==> config.mk <==
export PLATFORM = sky130hd
export DESIGN_NAME = bus_receiver_flat
export DESIGN_NICKNAME = d
export VERILOG_FILES = /design/src/rtl/bus_receiver_if.sv /design/src/rtl/bus_receiver.sv /design/src/flat_wrapper.sv
export SDC_FILE = /design/constraint.sdc
export NUM_CORES = 1
export LEC_CHECK = 0
export BUFFER_PORTS_ARGS = -buffer_cell sky130_fd_sc_hd__buf_4
export CAP_MARGIN = 10
export CORE_ASPECT_RATIO = 1.5
export CORE_UTILIZATION = 35
export DETAILED_ROUTE_END_ITERATION = 10
export GPL_TIMING_DRIVEN = 1
export PLACE_DENSITY = 0.55
export SLEW_MARGIN = 10
export SYNTH_ARGS = -nofsm -noshare
export SYNTH_HDL_FRONTEND = slang
export SYNTH_SLANG_ARGS = --single-unit
==> constraint.sdc <==
create_clock -name clk -period 4.19 [get_ports clk]
set_clock_uncertainty 0.1 [all_clocks]
set_input_delay 1.257 -clock clk [delete_from_list [all_inputs] [get_ports clk]]
set_output_delay 1.257 -clock clk [all_outputs]
set_load 0.05 [all_outputs]
==> src/rtl/bus_receiver_if.sv <==
`default_nettype none
// ============================================================================
// Module      : bus_receiver_if
// Description : Bundles the master bus input and the command stream between
//               the external master / consumer and bus_receiver.
//               master modport: drives master_bus and cmd_ready, observes
//                               the command stream and status.
//               slave modport : bus_receiver side.
//               Signals: master_bus[23:0] (strobe, meta, data), cmd_meta[4:0],
//               cmd_data[17:0], cmd_valid, cmd_ready, soft_rst, overflow,
//               fifo_level[$clog2(FIFO_DEPTH):0].
// Revision    : 1.0 - initial release
// ============================================================================
interface bus_receiver_if #(
    parameter int FIFO_DEPTH = 8
) ();
    localparam int LW = $clog2(FIFO_DEPTH) + 1;

    logic [23:0]   master_bus;
    logic [4:0]    cmd_meta;
    logic [17:0]   cmd_data;
    logic          cmd_valid;
    logic          cmd_ready;
    logic          soft_rst;
    logic          overflow;
    logic [LW-1:0] fifo_level;

    modport master (
        output master_bus, cmd_ready,
        input  cmd_meta, cmd_data, cmd_valid, soft_rst, overflow, fifo_level
    );

    modport slave (
        input  master_bus, cmd_ready,
        output cmd_meta, cmd_data, cmd_valid, soft_rst, overflow, fifo_level
    );
endinterface
`default_nettype wire

==> src/rtl/bus_receiver.sv <==
`default_nettype none
// ============================================================================
// Module      : bus_receiver
// Description : Synchronizes the asynchronous master strobe, captures the
//               meta/data word on each strobe rise, absorbs NOOP words,
//               flushes on RST words (with a one-cycle soft_rst pulse) and
//               queues all other words in a FIFO presented as a valid/ready
//               command stream.
//               Ports: clk    - system clock (rising edge)
//                      rst_n  - asynchronous active-low reset
//                      bus    - bus_receiver_if.slave (master_bus in,
//                               cmd_* stream, soft_rst, overflow, fifo_level)
// Revision    : 1.0 - initial release
// ============================================================================
module bus_receiver #(
    parameter int FIFO_DEPTH  = 8,
    parameter int SYNC_STAGES = 2
) (
    input  wire logic     clk,
    input  wire logic     rst_n,
    bus_receiver_if.slave bus
);
    localparam int AW = $clog2(FIFO_DEPTH);
    localparam int LW = AW + 1;
    localparam logic [4:0] C_META_NOOP = 5'b00000;
    localparam logic [4:0] C_META_RST  = 5'b11111;
    localparam logic [LW-1:0] C_FULL_LEVEL = LW'(FIFO_DEPTH);

    // ------------------------------------------------------------------
    // Strobe synchronizer, edge detector and data capture
    // ------------------------------------------------------------------
    logic [SYNC_STAGES-1:0] sync_q;
    // Tracks which synchronizer stages hold a genuine sample since reset;
    // the reset value of sync_q must not count as "strobe seen low".
    logic [SYNC_STAGES-1:0] fill_q;
    logic                   prev_q;
    logic                   armed_q;
    logic [22:0]            bus_q;

    logic w_sync_out;
    assign w_sync_out = sync_q[SYNC_STAGES-1];

    always_ff @(posedge clk or negedge rst_n) begin
        if (!rst_n) begin
            sync_q  <= '0;
            fill_q  <= '0;
            prev_q  <= 1'b1;
            armed_q <= 1'b0;
            bus_q   <= '0;
        end else begin
            sync_q <= {sync_q[SYNC_STAGES-2:0], bus.master_bus[23]};
            fill_q <= {fill_q[SYNC_STAGES-2:0], 1'b1};
            prev_q <= w_sync_out;
            if (fill_q[SYNC_STAGES-1] && !w_sync_out) begin
                armed_q <= 1'b1;
            end
            bus_q <= bus.master_bus[22:0];
        end
    end

    logic       w_rise;
    logic [4:0] w_meta;
    logic       w_is_noop;
    logic       w_is_rst;

    assign w_rise    = w_sync_out & ~prev_q & armed_q;
    assign w_meta    = bus_q[22:18];
    assign w_is_noop = (w_meta == C_META_NOOP);
    assign w_is_rst  = (w_meta == C_META_RST);

    // ------------------------------------------------------------------
    // Command FIFO
    // ------------------------------------------------------------------
    logic [22:0]   mem_q [FIFO_DEPTH];
    logic [AW-1:0] wr_q, wr_d;
    logic [AW-1:0] rd_q, rd_d;
    logic [LW-1:0] level_q, level_d;
    logic          valid_q, valid_d;
    logic          ovf_q, ovf_d;
    logic          soft_q, soft_d;

    logic w_flush, w_push_req, w_pop, w_full, w_push;

    assign w_flush    = w_rise & w_is_rst;
    assign w_push_req = w_rise & ~w_is_noop & ~w_is_rst;
    assign w_pop      = valid_q & bus.cmd_ready;
    assign w_full     = (level_q == C_FULL_LEVEL);
    // A pop in the same cycle frees the slot, so a full FIFO still accepts.
    assign w_push     = w_push_req & (~w_full | w_pop);

    always_comb begin
        wr_d    = wr_q;
        rd_d    = rd_q;
        level_d = level_q;
        ovf_d   = ovf_q;
        soft_d  = 1'b0;
        if (w_flush) begin
            // Flush takes priority over any concurrent pop.
            wr_d    = '0;
            rd_d    = '0;
            level_d = '0;
            ovf_d   = 1'b0;
            soft_d  = 1'b1;
        end else begin
            if (w_push) begin
                wr_d = wr_q + AW'(1);
            end
            if (w_pop) begin
                rd_d = rd_q + AW'(1);
            end
            level_d = level_q + LW'(w_push) - LW'(w_pop);
            if (w_push_req && w_full && !w_pop) begin
                ovf_d = 1'b1;
            end
        end
        valid_d = (level_d != '0);
    end

    always_ff @(posedge clk or negedge rst_n) begin
        if (!rst_n) begin
            wr_q    <= '0;
            rd_q    <= '0;
            level_q <= '0;
            valid_q <= 1'b0;
            ovf_q   <= 1'b0;
            soft_q  <= 1'b0;
        end else begin
            wr_q    <= wr_d;
            rd_q    <= rd_d;
            level_q <= level_d;
            valid_q <= valid_d;
            ovf_q   <= ovf_d;
            soft_q  <= soft_d;
        end
    end

    // Storage needs no reset: the head is masked whenever the FIFO is empty.
    always_ff @(posedge clk) begin
        if (w_push) begin
            mem_q[wr_q] <= bus_q;
        end
    end

    assign bus.cmd_valid  = valid_q;
    assign bus.cmd_meta   = valid_q ? mem_q[rd_q][22:18] : 5'd0;
    assign bus.cmd_data   = valid_q ? mem_q[rd_q][17:0]  : 18'd0;
    assign bus.fifo_level = level_q;
    assign bus.overflow   = ovf_q;
    assign bus.soft_rst   = soft_q;
endmodule
`default_nettype wire

==> src/flat_wrapper.sv <==
// flat-port wrapper written by rule: the top's interface ports become plain ports
module bus_receiver_flat 
#(
    parameter int FIFO_DEPTH  = 8,
    parameter int SYNC_STAGES = 2
)
  (clk, rst_n, bus_master_bus, bus_cmd_ready, bus_cmd_meta, bus_cmd_data, bus_cmd_valid, bus_soft_rst, bus_overflow, bus_fifo_level);
  bus_receiver_if #(.FIFO_DEPTH(FIFO_DEPTH)) bus_i ();
  input  wire logic clk;
  input  wire logic rst_n;
  input wire logic [$bits(bus_i.master_bus)-1:0] bus_master_bus;
  input wire logic [$bits(bus_i.cmd_ready)-1:0] bus_cmd_ready;
  output wire logic [$bits(bus_i.cmd_meta)-1:0] bus_cmd_meta;
  output wire logic [$bits(bus_i.cmd_data)-1:0] bus_cmd_data;
  output wire logic [$bits(bus_i.cmd_valid)-1:0] bus_cmd_valid;
  output wire logic [$bits(bus_i.soft_rst)-1:0] bus_soft_rst;
  output wire logic [$bits(bus_i.overflow)-1:0] bus_overflow;
  output wire logic [$bits(bus_i.fifo_level)-1:0] bus_fifo_level;
  assign bus_i.master_bus = bus_master_bus;
  assign bus_i.cmd_ready = bus_cmd_ready;
  assign bus_cmd_meta = bus_i.cmd_meta;
  assign bus_cmd_data = bus_i.cmd_data;
  assign bus_cmd_valid = bus_i.cmd_valid;
  assign bus_soft_rst = bus_i.soft_rst;
  assign bus_overflow = bus_i.overflow;
  assign bus_fifo_level = bus_i.fifo_level;
  bus_receiver #(.FIFO_DEPTH(FIFO_DEPTH), .SYNC_STAGES(SYNC_STAGES)) u_core (.clk(clk), .rst_n(rst_n), .bus(bus_i));
endmodule
==> flow_summary_export.csv, run 1 <==
group,metric,value,unit
run_status,status,"finished, final reports clean",
cts,postCtsSetupBuffers,0,
floorplanning,core_area,0.0239,mm2
timing,slew_viol_final,0,
cts,cts-root-buf,"clkbuf_16",
worst_setup_path,cp-end-kind,"output port",
synth,synth-edff-count,184,
synth,synth_top_cell_by_area,"edfxtp_1",
synth,synth_common_cells,"edfxtp_1, dfrtp_1, mux4_2",
worst_setup_path,cp_max_fo,24,
floorplanning,dieArea,0.0252,mm2
worst_setup_path,path_class,"reg2out",
detailed_routing,drt-pass1-iter-count,4,
timing,layout_setup_ws,0.375,ns
layout,finish.utilization,42.8,%
cts,htree_levels,1,
worst_setup_path,cp_slowest_cell,"dfrtp_2",
layout,seq_area,0.00658,mm2
floorplanning,io_pins,57,
synth,synth.distinct_cells,37,
synth,synth_top_area_share,64.3,%
worst_setup_path,start_kind,"flip-flop",
detailed_routing,drc,0,
worst_setup_path,regToRegSetupSlack,1.46,ns
timing,rsz0062_at_grt,"false",
layout,final_area,0.0102,mm2
layout,nets,531,
cts,cts_hold_buf,0,
synth,ys_seq_area_share,76.6,%
timing,final.min_clock_period,3.81,ns
floorplanning,rows,69,
grt,grt_pass1_vias,4434,
flow_run,maxCapViolCount,0,
grt,grt_use_total,13.8,%
timing,fin_setup_tns,0,ns
power,power-per-cell-area,705,mW/mm2
cts,clkTransAtPathRegs,0.06,ns
detailed_routing,via_per_inst,4.79,
synth,netlist_area,0.00859,mm2
layout,synthToLayoutAreaGrowth,19.2,%
synth,synthCells,411,
worst_setup_path,critical_path_arrival,2.46,ns
worst_setup_path,crit_chain,"buf_4 > mux4_2 > mux2i_1 > nor2b_1 > buf_4",
synth,synthTopCellsByArea,"edfxtp_1, dfrtp_1, mux4_2",
synth,synthArstFlopShare,18.6,%
synth,syn_nets,446,
timing,relSlewSlack,44.1,%
place,dp_slack,0.784,ns
timing,fin_hold_ws,0.262,ns
detailed_routing,vias,3984,
grt,antenna_found_initial,0,
cts,numCtsBuffers,23,
worst_setup_path,worstPathRequired,2.83,ns
floorplanning,start_util,35.9,%
place,hpwl,9.97,mm
worst_setup_path,reg2regPathDepth,8,
detailed_routing,drt_iter0_markers,192,
layout,final_layout_size_suffix_gt1_share,32.0,%
power,power_leakage,3.61,nW
layout,n_fill_cell,2096,
place,placed_area,0.00950,mm2
cts,cts_resized,0,
layout,diodes,0,
timing,setup_viol,0,
floorplanning,dieWidth,130,um
synth,ys.flop_type,"edfxtp_1",
grt,grt-ovfl-total,0,
cts,clk_latency,0.51,ns
cts,clock_path_buffers,3,
synth,yosys.cell_count.top_type,"edfxtp_1",
worst_setup_path,critPathMaxStageDelay,0.78,ns
timing,max_freq,262,MHz
timing,finalCritPeriodShare,91.0,%
hold_path,hp-class,"reg2reg",
timing,worst_pin_slew,0.839,ns
grt,grt_pass1_wl,25.7,mm
layout,multiInputGateArea,0.00191,mm2
synth,yosysWarnings,0,
place,numPortBuffers,56,
synth,avgSynthCellArea,20.9,um2
floorplanning,die_height,194,um
detailed_routing,ant_nets,0,
cts,tritoncts,"done",
power,ir_worst_vdd,0.000483,V
worst_setup_path,cp_common_cell,"buf_4",
detailed_routing,wirelength,16.4,mm
place,gp_congestion,0.711,
cts,cts.sinks,226,
detailed_routing,routedWlPerCell,19.7,um
synth,synth_seq_cells,226,
grt,grt_max_degree,43,
hold_path,hold_depth,0,
timing,finalHoldViolations,0,
==> state kept, by name, indices dropped and copies added (netlist names) <==
| signal | count |
|---|---|
| u_core.armed_q | 1 |
| u_core.bus.cmd_valid | 1 |
| u_core.bus.fifo_level | 4 |
| u_core.bus.overflow | 1 |
| u_core.bus.soft_rst | 1 |
| u_core.bus_q | 23 |
| u_core.fill_q | 2 |
| u_core.mem_q | 184 |
| u_core.prev_q | 1 |
| u_core.rd_q | 3 |
| u_core.sync_q | 2 |
| u_core.wr_q | 3 |
==> worst paths after layout <==
kind	start	to
worst max-delay path	u_core.rd_q[1]	bus_cmd_data[11]
max in group asynchronous	rst_n	u_core.rd_q[1]
worst min register to register	u_core.fill_q[0]	u_core.fill_q[1]
min in group asynchronous	rst_n	u_core.bus_q[15]
worst max register to register	u_core.bus_q[22]	u_core.bus.cmd_valid
worst min-delay path	u_core.fill_q[0]	u_core.fill_q[1]
==> cell usage in the layout (no fill, tap or decap), types with 2 or more instances in the layout <==
cell         n
clkinv_1     4
nor2b_1     25
nand4_1      2
mux4_2      41
clkinv_2     3
buf_4       75
dfrtp_1     39
a31oi_1      4
inv_1        9
clkinv_4     2
clkbuf_16   23
edfxtp_1   184
and2_1       2
nand3_1      4
clkbuf_1     2
nor2_2       3
nor2_1       8
a21oi_1      3
xor2_1       3
nor3_2       4
dfrtp_2      2
and3_1       2
nand2_1      9
ha_1         7
clkbuf_8     3
mux4_1       5
mux2i_1     23
a21o_1       2
inv_6        2
==> metrics by stage <==
step,power [W],cells
CTS,0.00735,832
finish,0.00722,832
global placement,0.00535,790
global route,0.00757,832
detailed placement,0.00538,790
floorplan,0.00466,411
==> metal layers <==
layer	routed length (um)	up-vias	global-route usage, %
li1	-	1801	-
met1	6650	2089	16.6
met2	8870	72	25.1
met3	607	22	2.10
met4	265	0	4.09
met5	0	-	0
==> final cells by class <==
cell class                 count  area share, %
sequential                   226           64.2
multi-input combinational    160           18.6
clock buffer                  28           6.10
timing repair buffer          76           5.69
tap                          319           3.90
clock inverter                14           1.11
inverter                       9          0.330
==> power by group <==
group | total (W) | switching, W | internal [W]
registers | 0.00281 | 0.000199 | 0.00261
logic | 0.00245 | 0.00146 | 0.000986
clock network | 0.00196 | 0.000826 | 0.00113
total | 0.00722 | 0.00249 | 0.00473
==> cells by family (layout without fill, tap and decap cells) <==
logic type,after synthesis,in the layout,synth area share (%)
adders and majority gates,8,8,1.25
xor gates and xnor gates,4,4,0.408
buffers and inverters,25,127,1.73
other,1,1,0.0436
muxes,69,69,15.0
DFF,226,226,76.6
and+or+nand+nor,65,65,4.09
AOI/OAI and AO/OA,13,13,0.961
==> critical path, delay by kind of cell (launching register included) <==
| kind | cells | cell delay (ns) |
|---|---|---|
| flip-flops | 1 | 0.78 |
| multiplexers | 2 | 0.54 |
| buffers and inverters | 2 | 0.55 |
| AND/OR/NAND/NOR | 1 | 0.07 |
Power figures use the tool's default switching activity.
==> run 2: changes to the inputs <==
- ABC_AREA: not set -> 1
==> flow_summary_export.csv, run 2 <==
group,metric,value,unit
floorplanning,rows,70,
grt,grt_pass1_wl,29.9,mm
detailed_routing,drt_iter0_markers,403,
worst_setup_path,r2r-start,"u_core.bus.cmd_valid",
layout,synthToLayoutAreaGrowth,16.9,%
worst_setup_path,start_kind,"flip-flop",
cts,htree_levels,1,
synth,synth.distinct_cells,25,
timing,worst_pin_slew,0.777,ns
floorplanning,dieArea,0.0257,mm2
synth,synth_common_cells,"nor2_1, edfxtp_1, o21ai_0",
synth,synth_top_cell_by_area,"edfxtp_1",
timing,finalCritPeriodShare,87.1,%
hold_path,hold_depth,0,
worst_setup_path,reg2reg_to,"u_core.mem_q[4][10]",
cts,tritoncts,"done",
worst_setup_path,cp-end-kind,"output port",
detailed_routing,drt-pass1-iter-count,4,
cts,cts-root-buf,"clkbuf_16",
run_status,status,"finished, final reports clean",
synth,yosys.cell_count.top_type,"nor2_1",
synth,ys.flop_type,"edfxtp_1",
timing,fin_setup_tns,0,ns
timing,final.min_clock_period,3.65,ns
grt,grt-ovfl-total,0,
timing,layout_setup_ws,0.541,ns
detailed_routing,ant_nets,0,
grt,use_met1,17.2,%
worst_setup_path,critical_path_arrival,2.29,ns
flow_run,maxCapViolCount,0,
layout,nets,802,
floorplanning,dieWidth,131,um
cts,clkTransAtPathRegs,0.06,ns
cts,cts.sinks,226,
detailed_routing,via_per_inst,4.79,
worst_setup_path,crit_chain,"inv_2 > buf_4 > o21ai_0 > o22ai_1 > nor2_1 > nor2_1 > buf_4",
cts,cts_resized,0,
synth,synthArstFlopShare,18.6,%
power,power-per-cell-area,712,mW/mm2
layout,diodes,0,
synth,netlist_area,0.00877,mm2
worst_setup_path,reg2regPathDepth,7,
synth,synth-edff-count,184,
hold_path,worst_hold_path.endpoint,"u_core.sync_q[1]",
grt,grt_max_degree,95,
layout,max_flop_register,"u_core.mem_q",
synth,synthTopCellsByArea,"edfxtp_1, dfrtp_1, nor2_1",
floorplanning,start_util,35.7,%
grt,grt_busiest_layer,"met2",
hold_path,hp-class,"reg2reg",
grt,grt_pass1_vias,5413,
place,dp_slack,0.931,ns
worst_setup_path,worstPathRequired,2.83,ns
synth,ys_seq_area_share,75.0,%
cts,cts_hold_buf,0,
place,gp_congestion,0.739,
worst_setup_path,regToRegSetupSlack,1.28,ns
floorplanning,die_height,196,um
timing,setup_viol,0,
detailed_routing,routedWlPerCell,17.3,um
detailed_routing,vias,5297,
place,numPortBuffers,56,
timing,max_freq,274,MHz
layout,largest_reg_flops,184,
layout,most-common-layout-cells,"nor2_1, edfxtp_1, buf_4",
worst_setup_path,critPathMaxStageDelay,0.39,ns
place,hpwl,11.4,mm
cts,numCtsBuffers,21,
timing,rsz0062_at_grt,"false",
cts,postCtsSetupBuffers,0,
power,ir_worst_vdd,0.000273,V
synth,syn_nets,741,
worst_setup_path,cp_max_fo,22,
timing,finalHoldViolations,0,
worst_setup_path,path_class,"reg2out",
detailed_routing,drc,0,
detailed_routing,wirelength,19.1,mm
timing,relSlewSlack,48.2,%
worst_setup_path,cp_slowest_cell,"dfrtp_1",
synth,synth_seq_cells,226,
floorplanning,io_pins,57,
synth,synthCells,706,
power,power_leakage,3.80,nW
grt,grt_use_met3,2.17,%
timing,slew_viol_final,0,
grt,use_met2,28.6,%
synth,synth_top_area_share,63.0,%
layout,layout_commonest_cell,"nor2_1",
synth,yosysWarnings,0,
floorplanning,core_area,0.0245,mm2
layout,final_layout_size_suffix_gt1_share,14.8,%
synth,avgSynthCellArea,12.4,um2
hold_path,hp-start,"u_core.sync_q[0]",
cts,clock_path_buffers,3,
grt,antenna_found_initial,0,
grt,grt_use_total,15.1,%
cts,clk_latency,0.50,ns
==> run 2: metal layers <==
metal  up-vias  share of wire [%]
li1       2589                  -
met1      2563                 40
met2       121                 53
met3        24                4.6
met4         0                1.9
met5         -                  0
==> run 2: final cells by class <==
class                           instances  area, um2
Fill cell                            2299      14300
Multi-Input combinational cell        418       1910
Timing Repair Buffer                   74        593
Clock buffer                           27        548
Tap cell                              324        405
Inverter                               26       97.6
Clock inverter                         11        106
Sequential cell                       226       6580
==> run 2: how the worst max path moves through the flow <==
stage                   start  slack, ns                  end  cells past startpoint
2_1_floorplan   bus_cmd_ready       0.88   u_core.mem_q[0][0]                      6
3_3_place_gp    bus_cmd_ready       1.01  u_core.mem_q[4][13]                      8
3_5_place_dp    bus_cmd_ready       0.93  u_core.mem_q[5][12]                      8
4_1_cts        u_core.rd_q[1]       0.49      bus_cmd_meta[0]                      7
5_1_grt        u_core.rd_q[0]       0.38      bus_cmd_meta[0]                      7
6_report       u_core.rd_q[1]       0.54      bus_cmd_meta[1]                      7
==> run 2: power by group <==
group          switching (W)  internal, W  total (W)  leakage [nW]
Clock               0.000799      0.00105    0.00185         0.317
Combinational        0.00190     0.000806    0.00270          1.34
Sequential          0.000135      0.00261    0.00274          2.14
Total                0.00283      0.00446    0.00729          3.80
==> run 2: worst max-delay path: cells and delay by family, from the launching register on <==
| family | cells | cell delay [ns] |
|---|---|---|
| compound gates | 2 | 0.24 |
| simple gates | 2 | 0.25 |
| flops | 1 | 0.39 |
| buf+inv | 3 | 0.90 |
==> run 2: stage by stage <==
stage	cells	hold slack (ns)	instance area (um2)	total power [W]	util [%]
floorplan	706	0.231	8770	0.00473	-
global placement	1068	0.234	9590	0.00552	39.1
detailed placement	1068	0.246	9590	0.00553	39.1
CTS	1106	0.260	10200	0.00739	41.8
global route	1106	0.267	10200	0.00770	41.8
finish	1106	0.256	10200	0.00729	41.8
==> run 2: cells by family (layout without fill, tap and decap cells) <==
kind of cell / after synthesis / count (layout) / synth area share [%]
buffers and inverters: 62 / 138 / 3.35
xor gates and xnor gates: 3 / 3 / 0.300
DFF: 226 / 226 / 75.0
adders and majority gates: 8 / 8 / 1.23
other: 1 / 1 / 0.0428
AOI/OAI and AO/OA: 120 / 120 / 7.21
and+or+nand+nor: 286 / 286 / 12.8
==> run 3: changes to the inputs <==
- REMOVE_ABC_BUFFERS: not set -> 1
==> flow_summary_export.csv, run 3 (synthesis results as in run 2) <==
group,metric,value,unit
run_status,status,"finished, final reports clean",
cts,cts.sinks,226,
layout,seq_area,0.00658,mm2
grt,grt_pass1_vias,5412,
timing,rsz0062_at_grt,"false",
timing,finalCritPeriodShare,90.9,%
layout,final_layout_size_suffix_gt1_share,15.3,%
timing,relSlewSlack,57.1,%
cts,cts-root-buf,"clkbuf_16",
layout,n_fill_cell,2336,
flow_run,maxCapViolCount,0,
power,pwr-share-comb,36.6,%
hold_path,hp-class,"reg2reg",
worst_setup_path,r2r-start,"u_core.bus.cmd_valid",
floorplanning,dieWidth,131,um
layout,largest_reg_flops,184,
grt,grt_max_degree,70,
place,hpwl,10.8,mm
power,switching_share,38.2,%
grt,grt_use_total,15.1,%
cts,clk_latency,0.50,ns
detailed_routing,vias,5379,
power,power_leakage,3.85,nW
timing,worst_pin_slew,0.643,ns
timing,setup_viol,0,
detailed_routing,drc,0,
floorplanning,core_area,0.0245,mm2
layout,nets,803,
cts,cts_hold_buf,0,
floorplanning,rows,70,
floorplanning,start_util,35.7,%
place,numPortBuffers,56,
worst_setup_path,start_kind,"flip-flop",
grt,grt_pass1_wl,29.8,mm
worst_setup_path,regToRegSetupSlack,1.68,ns
timing,max_freq,263,MHz
layout,most-common-layout-cells,"nor2_1, edfxtp_1, o21ai_0",
power,pwr-share-seq,37.0,%
detailed_routing,drt_iter0_markers,477,
power,clkPwrFrac,26.4,%
power,p_int,0.00461,W
timing,finalHoldViolations,0,
cts,tritoncts,"done",
worst_setup_path,reg2regPathDepth,8,
floorplanning,dieArea,0.0257,mm2
layout,finish.utilization,42.3,%
worst_setup_path,reg2reg_to,"u_core.mem_q[3][0]",
timing,final.min_clock_period,3.81,ns
cts,htree_levels,1,
floorplanning,die_height,196,um
place,dp_cells,1068,
cts,clkTransAtPathRegs,0.06,ns
power,ir_worst_vdd,0.000519,V
detailed_routing,ant_nets,0,
worst_setup_path,cp-end-kind,"output port",
grt,antenna_found_initial,0,
power,p_sw,0.00285,W
cts,clock_path_buffers,3,
worst_setup_path,critical_path_arrival,2.45,ns
cts,cts_resized,0,
place,dp_slack,0.881,ns
worst_setup_path,crit_end,"bus_cmd_data[12]",
cts,numCtsBuffers,22,
timing,layout_setup_ws,0.383,ns
place,placed_area,0.00964,mm2
worst_setup_path,startpoint,"u_core.rd_q[0]",
layout,layout_commonest_cell,"nor2_1",
layout,final_area,0.0104,mm2
floorplanning,io_pins,57,
timing,fin_setup_tns,0,ns
layout,diodes,0,
layout,max_flop_register,"u_core.mem_q",
worst_setup_path,worstPathRequired,2.83,ns
cts,postCtsSetupBuffers,0,
grt,grt-ovfl-total,0,
layout,synthToLayoutAreaGrowth,18.3,%
detailed_routing,via_per_inst,4.85,
place,gp_congestion,0.748,
power,power-per-cell-area,720,mW/mm2
detailed_routing,drt-pass1-iter-count,4,
detailed_routing,wirelength,19.2,mm
layout,multiInputGateArea,0.00191,mm2
timing,slew_viol_final,0,
layout,layoutNonFillerInstCount,1108,
detailed_routing,routedWlPerCell,17.3,um
worst_setup_path,cp_max_fo,69,
worst_setup_path,path_class,"reg2out",
-- run 3: cell types whose count changed in the layout (fill, tap and decap cells not counted) --
| cell | before | now |
|---|---|---|
| buf_4 | 71 | 67 |
| clkinv_4 | 0 | 1 |
| clkinv_2 | 3 | 2 |
| buf_12 | 3 | 7 |
| inv_6 | 1 | 0 |
| clkbuf_16 | 21 | 23 |
| clkbuf_8 | 0 | 2 |
| clkinvlp_4 | 1 | 2 |
| clkbuf_1 | 6 | 8 |
| clkinv_1 | 4 | 0 |
-- run 3: stage by stage --
step,total power [W],hold WS [ns]
2_1_floorplan,0.00462,0.231
3_3_place_gp,0.00556,0.233
3_5_place_dp,0.00557,0.241
4_1_cts,0.00755,0.255
5_1_grt,0.00787,0.257
6_report,0.00746,0.252
-- run 3: worst min path at each step --
stage | to | slack [ns] | from | cells after the start
3_5_place_dp | u_core.fill_q[1] | 0.24 | u_core.fill_q[0] | 0
5_1_grt | u_core.fill_q[1] | 0.26 | u_core.fill_q[0] | 0
3_3_place_gp | u_core.fill_q[1] | 0.23 | u_core.fill_q[0] | 0
4_1_cts | u_core.fill_q[1] | 0.26 | u_core.fill_q[0] | 0
6_report | u_core.fill_q[1] | 0.25 | u_core.fill_q[0] | 0
2_1_floorplan | u_core.fill_q[1] | 0.23 | u_core.fill_q[0] | 0
-- run 3: layer usage --
metal  vias to the layer above  GRT usage, %  wire (um)
met5                         -             0          0
met4                         0          5.97        529
met3                        38          1.81        744
met2                       125          27.5      10000
met1                      2636          18.0       7860
li1                       2580             -          -
-- run 3: cell type report --
| class | instances | share of cell area [%] |
|---|---|---|
| Timing Repair Buffer | 74 | 6.20 |
| Multi-Input combinational cell | 418 | 18.5 |
| Tap cell | 324 | 3.91 |
| Clock inverter | 7 | 0.905 |
| Sequential cell | 226 | 63.5 |
| Clock buffer | 33 | 6.11 |
| Inverter | 26 | 0.941 |
-- run 3: critical path, stage by stage, from the launching register on --
cell and delay, ns:
dfrtp_2 0.68, buf_12 0.36, nor2_1 0.09, nor2_1 0.09
o21ai_0 0.09, nand3_1 0.09, nand2_1 0.05, nor2_1 0.22
buf_4 0.25
-- run 3: power by group through the flow --
stage | Combinational [W] | Sequential, W | Clock [W]
2_1_floorplan | 0.00169 | 0.00293 | 0
3_3_place_gp | 0.00275 | 0.00281 | 0
3_5_place_dp | 0.00276 | 0.00281 | 0
4_1_cts | 0.00277 | 0.00276 | 0.00202
5_1_grt | 0.00299 | 0.00278 | 0.00210
6_report | 0.00273 | 0.00276 | 0.00197
